$ cat config.mk
export PLATFORM = sky130hd
export DESIGN_NAME = lif_array
export DESIGN_NICKNAME = d
export VERILOG_FILES = /design/src/rtl/lif_array.sv
export SDC_FILE = /design/constraint.sdc
export NUM_CORES = 1
export LEC_CHECK = 0
export CORE_ASPECT_RATIO = 2
export CORE_MARGIN = 5
export CORE_UTILIZATION = 51
export CTS_CLUSTER_SIZE = 28
export DETAILED_ROUTE_END_ITERATION = 10
export HOLD_SLACK_MARGIN = 0.03
export PLACE_DENSITY = 0.8
export SETUP_SLACK_MARGIN = 0.1
export SLEW_MARGIN = 20
export SYNTH_ARGS = -nofsm -noshare
export SYNTH_HDL_FRONTEND = slang
export SYNTH_SLANG_ARGS = --single-unit
$ cat constraint.sdc
create_clock -name clk -period 3.1 [get_ports clk]
set_input_delay 0.775 -clock clk [delete_from_list [all_inputs] [get_ports clk]]
set_output_delay 0.775 -clock clk [all_outputs]
set_load 0.03 [all_outputs]
$ cat src/rtl/lif_array.sv
// Bank of CHANNELS leaky integrate-and-fire neurons with per-channel refractory hold.
// Define LIF_ARRAY_RESET_SUBTRACT_EN to keep the residual (sum - THRESHOLD) after a spike.
module lif_array #(
    parameter int CHANNELS   = 4,
    parameter int WIDTH      = 8,
    parameter int THRESHOLD  = 200,
    parameter int LEAK_SHIFT = 1,
    parameter int REFRACTORY = 3
) (
    input  logic                      clk,
    input  logic                      reset,
    input  logic                      en,
    input  logic [CHANNELS*WIDTH-1:0] current,
    output logic [CHANNELS*WIDTH-1:0] state,
    output logic [CHANNELS-1:0]       spk,
    output logic [CHANNELS-1:0]       refr,
    output logic                      spk_any
);

    localparam int               CW       = (REFRACTORY > 0) ? $clog2(REFRACTORY + 1) : 1;
    localparam logic [WIDTH-1:0] THR      = WIDTH'(THRESHOLD);
    localparam logic [CW-1:0]    REF_LOAD = CW'(REFRACTORY);
    localparam logic [WIDTH-1:0] SAT_MAX  = '1;

    generate
        if (CHANNELS < 1 || WIDTH < 2 || WIDTH > 30 ||
            THRESHOLD < 1 || THRESHOLD > (2 ** WIDTH) - 1 ||
            LEAK_SHIFT < 1 || LEAK_SHIFT > WIDTH - 1 ||
            REFRACTORY < 0 || REFRACTORY > 255) begin : g_param_err
            $error("lif_array: parameter out of range");
        end
    endgenerate

    for (genvar i = 0; i < CHANNELS; i++) begin : g_ch
        logic [WIDTH-1:0] r_state;
        logic [CW-1:0]    r_cnt;
        logic             r_spk;
        logic [WIDTH-1:0] w_cur;
        logic [WIDTH-1:0] w_leak;
        logic [WIDTH:0]   w_sum;
        logic [WIDTH-1:0] w_sat;
        logic [WIDTH-1:0] w_post;
        logic             w_fire;

        assign w_cur  = current[i*WIDTH +: WIDTH];
        assign w_leak = r_state >> LEAK_SHIFT;
        // One extra bit catches the carry so the sum clamps instead of wrapping.
        assign w_sum  = {1'b0, w_cur} + {1'b0, w_leak};
        assign w_sat  = w_sum[WIDTH] ? SAT_MAX : w_sum[WIDTH-1:0];
        assign w_fire = (w_sat >= THR);
`ifdef LIF_ARRAY_RESET_SUBTRACT_EN
        assign w_post = w_sat - THR;
`else
        assign w_post = '0;
`endif

        always_ff @(posedge clk or posedge reset) begin
            if (reset) begin
                r_state <= '0;
                r_cnt   <= '0;
                r_spk   <= 1'b0;
            end else if (en) begin
                if (r_cnt != '0) begin
                    r_state <= w_leak;
                    r_cnt   <= r_cnt - CW'(1);
                    r_spk   <= 1'b0;
                end else if (w_fire) begin
                    r_state <= w_post;
                    r_cnt   <= REF_LOAD;
                    r_spk   <= 1'b1;
                end else begin
                    r_state <= w_sat;
                    r_spk   <= 1'b0;
                end
            end else begin
                r_spk <= 1'b0;
            end
        end

        assign state[i*WIDTH +: WIDTH] = r_state;
        assign spk[i]                  = r_spk;
        assign refr[i]                 = (r_cnt != '0);
    end

    assign spk_any = |spk;

endmodule

Yosys cells after proc, flatten, opt, wreduce, memory -nomap -nowiden
Index checks and enable logic that the tools add are counted.

Reductions and logical operators: 13. Muxes and demuxes: 32. Add/sub/neg operators: 8. Magnitude comparators: 4.

Operators with widths (count): 8-bit two-way mux (12); 8-bit by 7-bit adder with 9-bit output (4); 8-bit >= comparator, second input constant (4); 2-bit two-way mux (8); 2-bit nonzero test (8); 1-bit two-way mux (12); 2-bit AND reduction (4); 2-bit by 1-bit subtractor with 2-bit output, second input constant (4); 4-bit OR reduction (1).

Logic and storage cells: 69. Flip-flop bits (word level): 44. Input port bits: 35. Output and inout port bits: 41.

Longest topological paths before layout
Word-level depth: 6. Mapped depth: 10. Mapped depth without buffers: 9.

Worst setup path before layout
No wires, ideal clock.

Path type: in2reg. Start: in current[24]. End: reg g_ch[3].r_state[4]. Cell stages on the path: 9. Path buffers: 0. Arrival: 3013 ps. Setup slack: 2 ps. Cell sequence: ha_1 -> fa_1 -> a21oi_4 -> o21ai_2 -> o311a_4 -> o41ai_2 -> a21oi_2 -> or3_4 -> o221ai_2.

Longest elaborated chain between the ends: 5.

Ends and longest elaborated chain: start: declaration (RTL line 13) `input logic [CHANNELS*WIDTH-1:0] current,`; 8-bit by 7-bit adder with 9-bit output (*) (RTL line 48) `assign w_sum = {1'b0, w_cur} + {1'b0, w_leak};`; 8-bit two-way mux (*) (RTL line 49) `assign w_sat = w_sum[WIDTH] ? SAT_MAX : w_sum[WIDTH-1:0];`; 8-bit >= comparator (RTL line 50) `assign w_fire = (w_sat >= THR);`; 8-bit two-way mux (*) (RTL line 67) `end else if (w_fire) begin`; 8-bit two-way mux (*) (RTL line 63) `if (r_cnt != '0) begin`; end signal: assignment (RTL line 64) `r_state <= w_leak;`; end signal: assignment (RTL line 68) `r_state <= w_post;`; end signal: assignment (RTL line 72) `r_state <= w_sat;`; end: declaration (RTL line 35) `logic [WIDTH-1:0] r_state;`.

Mark *: on every way between the ends. The rest lies on a longest branch, timed or not. A chain may end at the register's enable or synchronous reset.

Worst setup path after layout
Start: in current[16]. End: reg g_ch[2].r_state[2].

Longest elaborated chain between the ends: 5.

Ends and longest elaborated chain (RTL line): 8-bit by 7-bit adder with 9-bit output (*) (48); 8-bit two-way mux (*) (49); 8-bit >= comparator (50); 8-bit two-way mux (*) (67); 8-bit two-way mux (*) (63); end signal: assignment (64); end signal: assignment (68); end signal: assignment (72); end: declaration (35).

Marked as above.

==> metrics <==
Worst-path clk slew 0.06 ns; minimum hold slack 0.477 ns; count of final setup violators 0; startpoint of the tightest hold check path g_ch[3].r_cnt[0]; Fin Clk Skew 0.00707 ns; GRT Residual Overflow 0; fillcell total 531; starting density of the core 0.518; share of the yosys chip area belonging to registers 0.284; area taken by multi-input logic gates 0.00287 mm2; final count of hold timing violations 0; total design power 6.38 mW; unrepaired setup endpoints after global routing yes; count of antenna-violating nets left after detailed routing 0; Total Wirelength 11300 um; crit path time final 2.94 ns; data arrival time at the worst-slack endpoint 3.14 ns; sum of net half-perimeters after detailed placement 7760 um; class of the most critical setup path in -> reg; total global-route track usage 0.235; critical path launch point type primary input; number of buffers inserted by hold repair at cts 0; Leak 2.58 nW; signed area change from the synthesized netlist to the final layout 45.9%; worst hold path class reg -> reg; status finished clean; Top-Level Pins 76; number of global-route vias before repair 4079; Reg-to-Reg End g_ch[3].r_cnt[1]; drt via density 6.03; number of maximum-capacitance violations 0; nets 642; remaining routing DRC violations 0; total power per unit cell area 1130 mW/mm2; total via count in the routed design 4019; setup slack, reg-to-reg 0.43 ns; number of pins with negative max-slew slack in the final report 0; die footprint 0.00955 mm2; CP required 3.30 ns; Core Region 0.00749 mm2; count of mapped cells out of synthesis 436; Worst Hold Depth 1; worst-case hold path end point g_ch[3].r_cnt[0]; largest cells by area after synthesis sky130_fd_sc_hd__dfrtp_1 28%, sky130_fd_sc_hd__ha_1 10%, sky130_fd_sc_hd__a21o_1 4.1%; highest ir drop seen on vdd 0.000716 V; final clock period utilization by the worst path 0.948; Avg Inst Size Synth 8.89 um2; GPL Wtd Cong 0.888; CTS root buffer sky130_fd_sc_hd__clkbuf_16; Distinct cells, synth 76; Seq cells post-synth 44; clock latency on the worst-skew pair 0.29 ns; Die Y-Extent 133 um; global-route wire length before repair 18700 um; cts bufs inserted 5; reg2reg start g_ch[3].r_state[1]; cell area after technology mapping 0.00388 mm2; fraction of post-synthesis cell area in the top cell type by area 0.284; number of synthesis warnings 0; clock sink count 44; sequential standard cell area 0.00110 mm2; cell accounting for the most synthesized area sky130_fd_sc_hd__dfrtp_1; H-tree lvl count 2; worst reg2reg path depth 10; relative slew slack 0.594; Most used DFF post-synth sky130_fd_sc_hd__dfrtp_1; number of iterations in the first detailed-routing pass 5; overall die width 71.6 um; number of design-rule violations left by the first detailed-router iteration 242; async set-reset flop share out of synthesis 1.00; Fmax 340 MHz; endpoint kind of the worst setup timing path register; TritonCTS clock tree done; layout cell share with drive strength beyond 1 0.260; net count after synthesis 507; transition time at the pin with the least slew margin 0.603 ns; CTS max path bufs 2; count of standard-cell rows 45; count of input and output buffers 75; pin count of the biggest net entering global routing 54; Antenna diodes 0; fraction of the core area covered by cells at the end of the flow 0.755; number of enable flip-flop cells after synthesis 0; highest fanout seen on the critical path 6; routed wire length per instance 16.9 um; initial antenna violation count 0
critical path: stages:
cell and delay (ns):
sky130_fd_sc_hd__dlygate4sd2_1 0.23, sky130_fd_sc_hd__ha_2 0.19, sky130_fd_sc_hd__fa_2 0.34, sky130_fd_sc_hd__a21o_1 0.20
sky130_fd_sc_hd__a211o_1 0.36, sky130_fd_sc_hd__a21o_1 0.21, sky130_fd_sc_hd__a31oi_4 0.25, sky130_fd_sc_hd__a21oi_2 0.09
sky130_fd_sc_hd__o21a_4 0.24, sky130_fd_sc_hd__o31ai_1 0.23
flip-flops by register name, indices dropped and copies added (netlist names):
| signal | cells |
|---|---|
| g_ch.r_state | 32 |
| g_ch.r_spk | 4 |
| g_ch.r_cnt | 8 |
how the worst max path moves through the flow:
stage,from,slack [ns],endpoint,depth (start not counted)
finish,current[16],0.16,g_ch[2].r_state[2],10
global route,current[28],-0.004,g_ch[3].r_cnt[1],11
floorplan,current[0],0.11,g_ch[0].r_state[4],9
detailed placement,current[0],-0.46,g_ch[0].r_state[5],10
global placement,current[0],-0.36,g_ch[0].r_state[4],10
CTS,current[17],0.10,g_ch[2].r_state[0],9
synth_stat cells, types with 4 or more instances:
master                      number
sky130_fd_sc_hd__o21ai_0        19
sky130_fd_sc_hd__nor2b_1         7
sky130_fd_sc_hd__buf_4           4
sky130_fd_sc_hd__o21ai_2         5
sky130_fd_sc_hd__xnor2_1        11
sky130_fd_sc_hd__nor3_1          7
sky130_fd_sc_hd__nand2_1        33
sky130_fd_sc_hd__a211oi_1        5
sky130_fd_sc_hd__a31oi_1        11
sky130_fd_sc_hd__and3_1          4
sky130_fd_sc_hd__inv_1          23
sky130_fd_sc_hd__ha_1           32
sky130_fd_sc_hd__fa_1            4
sky130_fd_sc_hd__mux2i_1        10
sky130_fd_sc_hd__a21oi_1        23
sky130_fd_sc_hd__xor2_1          5
sky130_fd_sc_hd__nor2_1         33
sky130_fd_sc_hd__o41ai_1         5
sky130_fd_sc_hd__o21ai_1        10
sky130_fd_sc_hd__a2bb2oi_1       6
sky130_fd_sc_hd__nand2b_1        4
sky130_fd_sc_hd__nand3_1         8
sky130_fd_sc_hd__o21a_1          4
sky130_fd_sc_hd__clkbuf_1       15
sky130_fd_sc_hd__o31ai_1         6
sky130_fd_sc_hd__dfrtp_1        44
sky130_fd_sc_hd__o2111ai_1       5
sky130_fd_sc_hd__a21o_1         21
final cells by class:
type / count / share of cell area
multi-input combinational: 347 / 0.507
clock buffer: 6 / 0.0228
tap: 94 / 0.0208
timing repair buffer: 149 / 0.232
inverter: 24 / 0.0159
clock inverter: 2 / 0.00619
sequential: 44 / 0.195
per-stage QoR:
| stage | TNS [ns] | area [um2] | cells | worst slack, ns |
|---|---|---|---|---|
| floorplan | 0 | 3880 | 436 | 0.115 |
| global placement | -11.60 | 5080 | 641 | -0.363 |
| detailed placement | -13.93 | 5080 | 641 | -0.460 |
| CTS | 0 | 5480 | 663 | 0.101 |
| global route | -0.00363 | 5660 | 666 | -0.00363 |
| finish | 0 | 5660 | 666 | 0.160 |
placed cells by master (no fill, tap or decap), types with 5 or more instances in the layout:
cell type / instances
sky130_fd_sc_hd__buf_4: 73
sky130_fd_sc_hd__clkdlybuf4s50_1: 65
sky130_fd_sc_hd__dfrtp_1: 44
sky130_fd_sc_hd__nand2_1: 32
sky130_fd_sc_hd__nor2_1: 31
sky130_fd_sc_hd__ha_1: 25
sky130_fd_sc_hd__inv_1: 22
sky130_fd_sc_hd__a21o_1: 21
sky130_fd_sc_hd__a21oi_1: 19
sky130_fd_sc_hd__o21ai_0: 17
sky130_fd_sc_hd__xnor2_1: 11
sky130_fd_sc_hd__a31oi_1: 10
sky130_fd_sc_hd__o21ai_1: 10
sky130_fd_sc_hd__mux2i_1: 9
sky130_fd_sc_hd__nand3_1: 8
sky130_fd_sc_hd__o21ai_2: 7
sky130_fd_sc_hd__nor2b_1: 7
sky130_fd_sc_hd__nor3_1: 7
sky130_fd_sc_hd__a21oi_2: 6
sky130_fd_sc_hd__a2bb2oi_1: 6
sky130_fd_sc_hd__o2111ai_1: 5
sky130_fd_sc_hd__o41ai_2: 5
sky130_fd_sc_hd__clkbuf_16: 5
sky130_fd_sc_hd__dlymetal6s2s_1: 5
what timing repair did:
item,4_1_cts,5_1_grt
setup endpoints to repair,38,36
endpoints found under the hold margin,0,0
pin swaps,40,26
resized for setup,33,29
setup buffers,14,3
logic make-up (layout without fill, tap and decap cells):
group	after synthesis	after routing	synth area share
flip-flops	44	44	0.284
adder cells (fa/ha/maj)	36	36	0.124
AO/OA/AOI/OAI	168	168	0.329
AND/OR/NAND/NOR	115	115	0.146
XOR/XNOR	17	17	0.0403
buffers and inverters	45	181	0.0478
multiplexers	11	11	0.0287
routing by layer:
layer / up-vias / wire [um] / share of wire / track usage
li1: 1923 / - / - / -
met1: 1908 / 4570 / 0.41 / 0.291
met2: 156 / 5790 / 0.51 / 0.410
met3: 32 / 610 / 0.054 / 0.0279
met4: 0 / 303 / 0.027 / 0.0847
met5: - / 0 / 0 / 0
report_power, final:
group	switching [mW]	leakage (nW)	total (mW)	internal, mW
sequential	0.274	0.547	1.10	0.825
clock	0.219	0.0808	0.598	0.379
combinational	2.49	1.95	4.68	2.20
No activity file was read; power rests on OpenSTA's default activity.
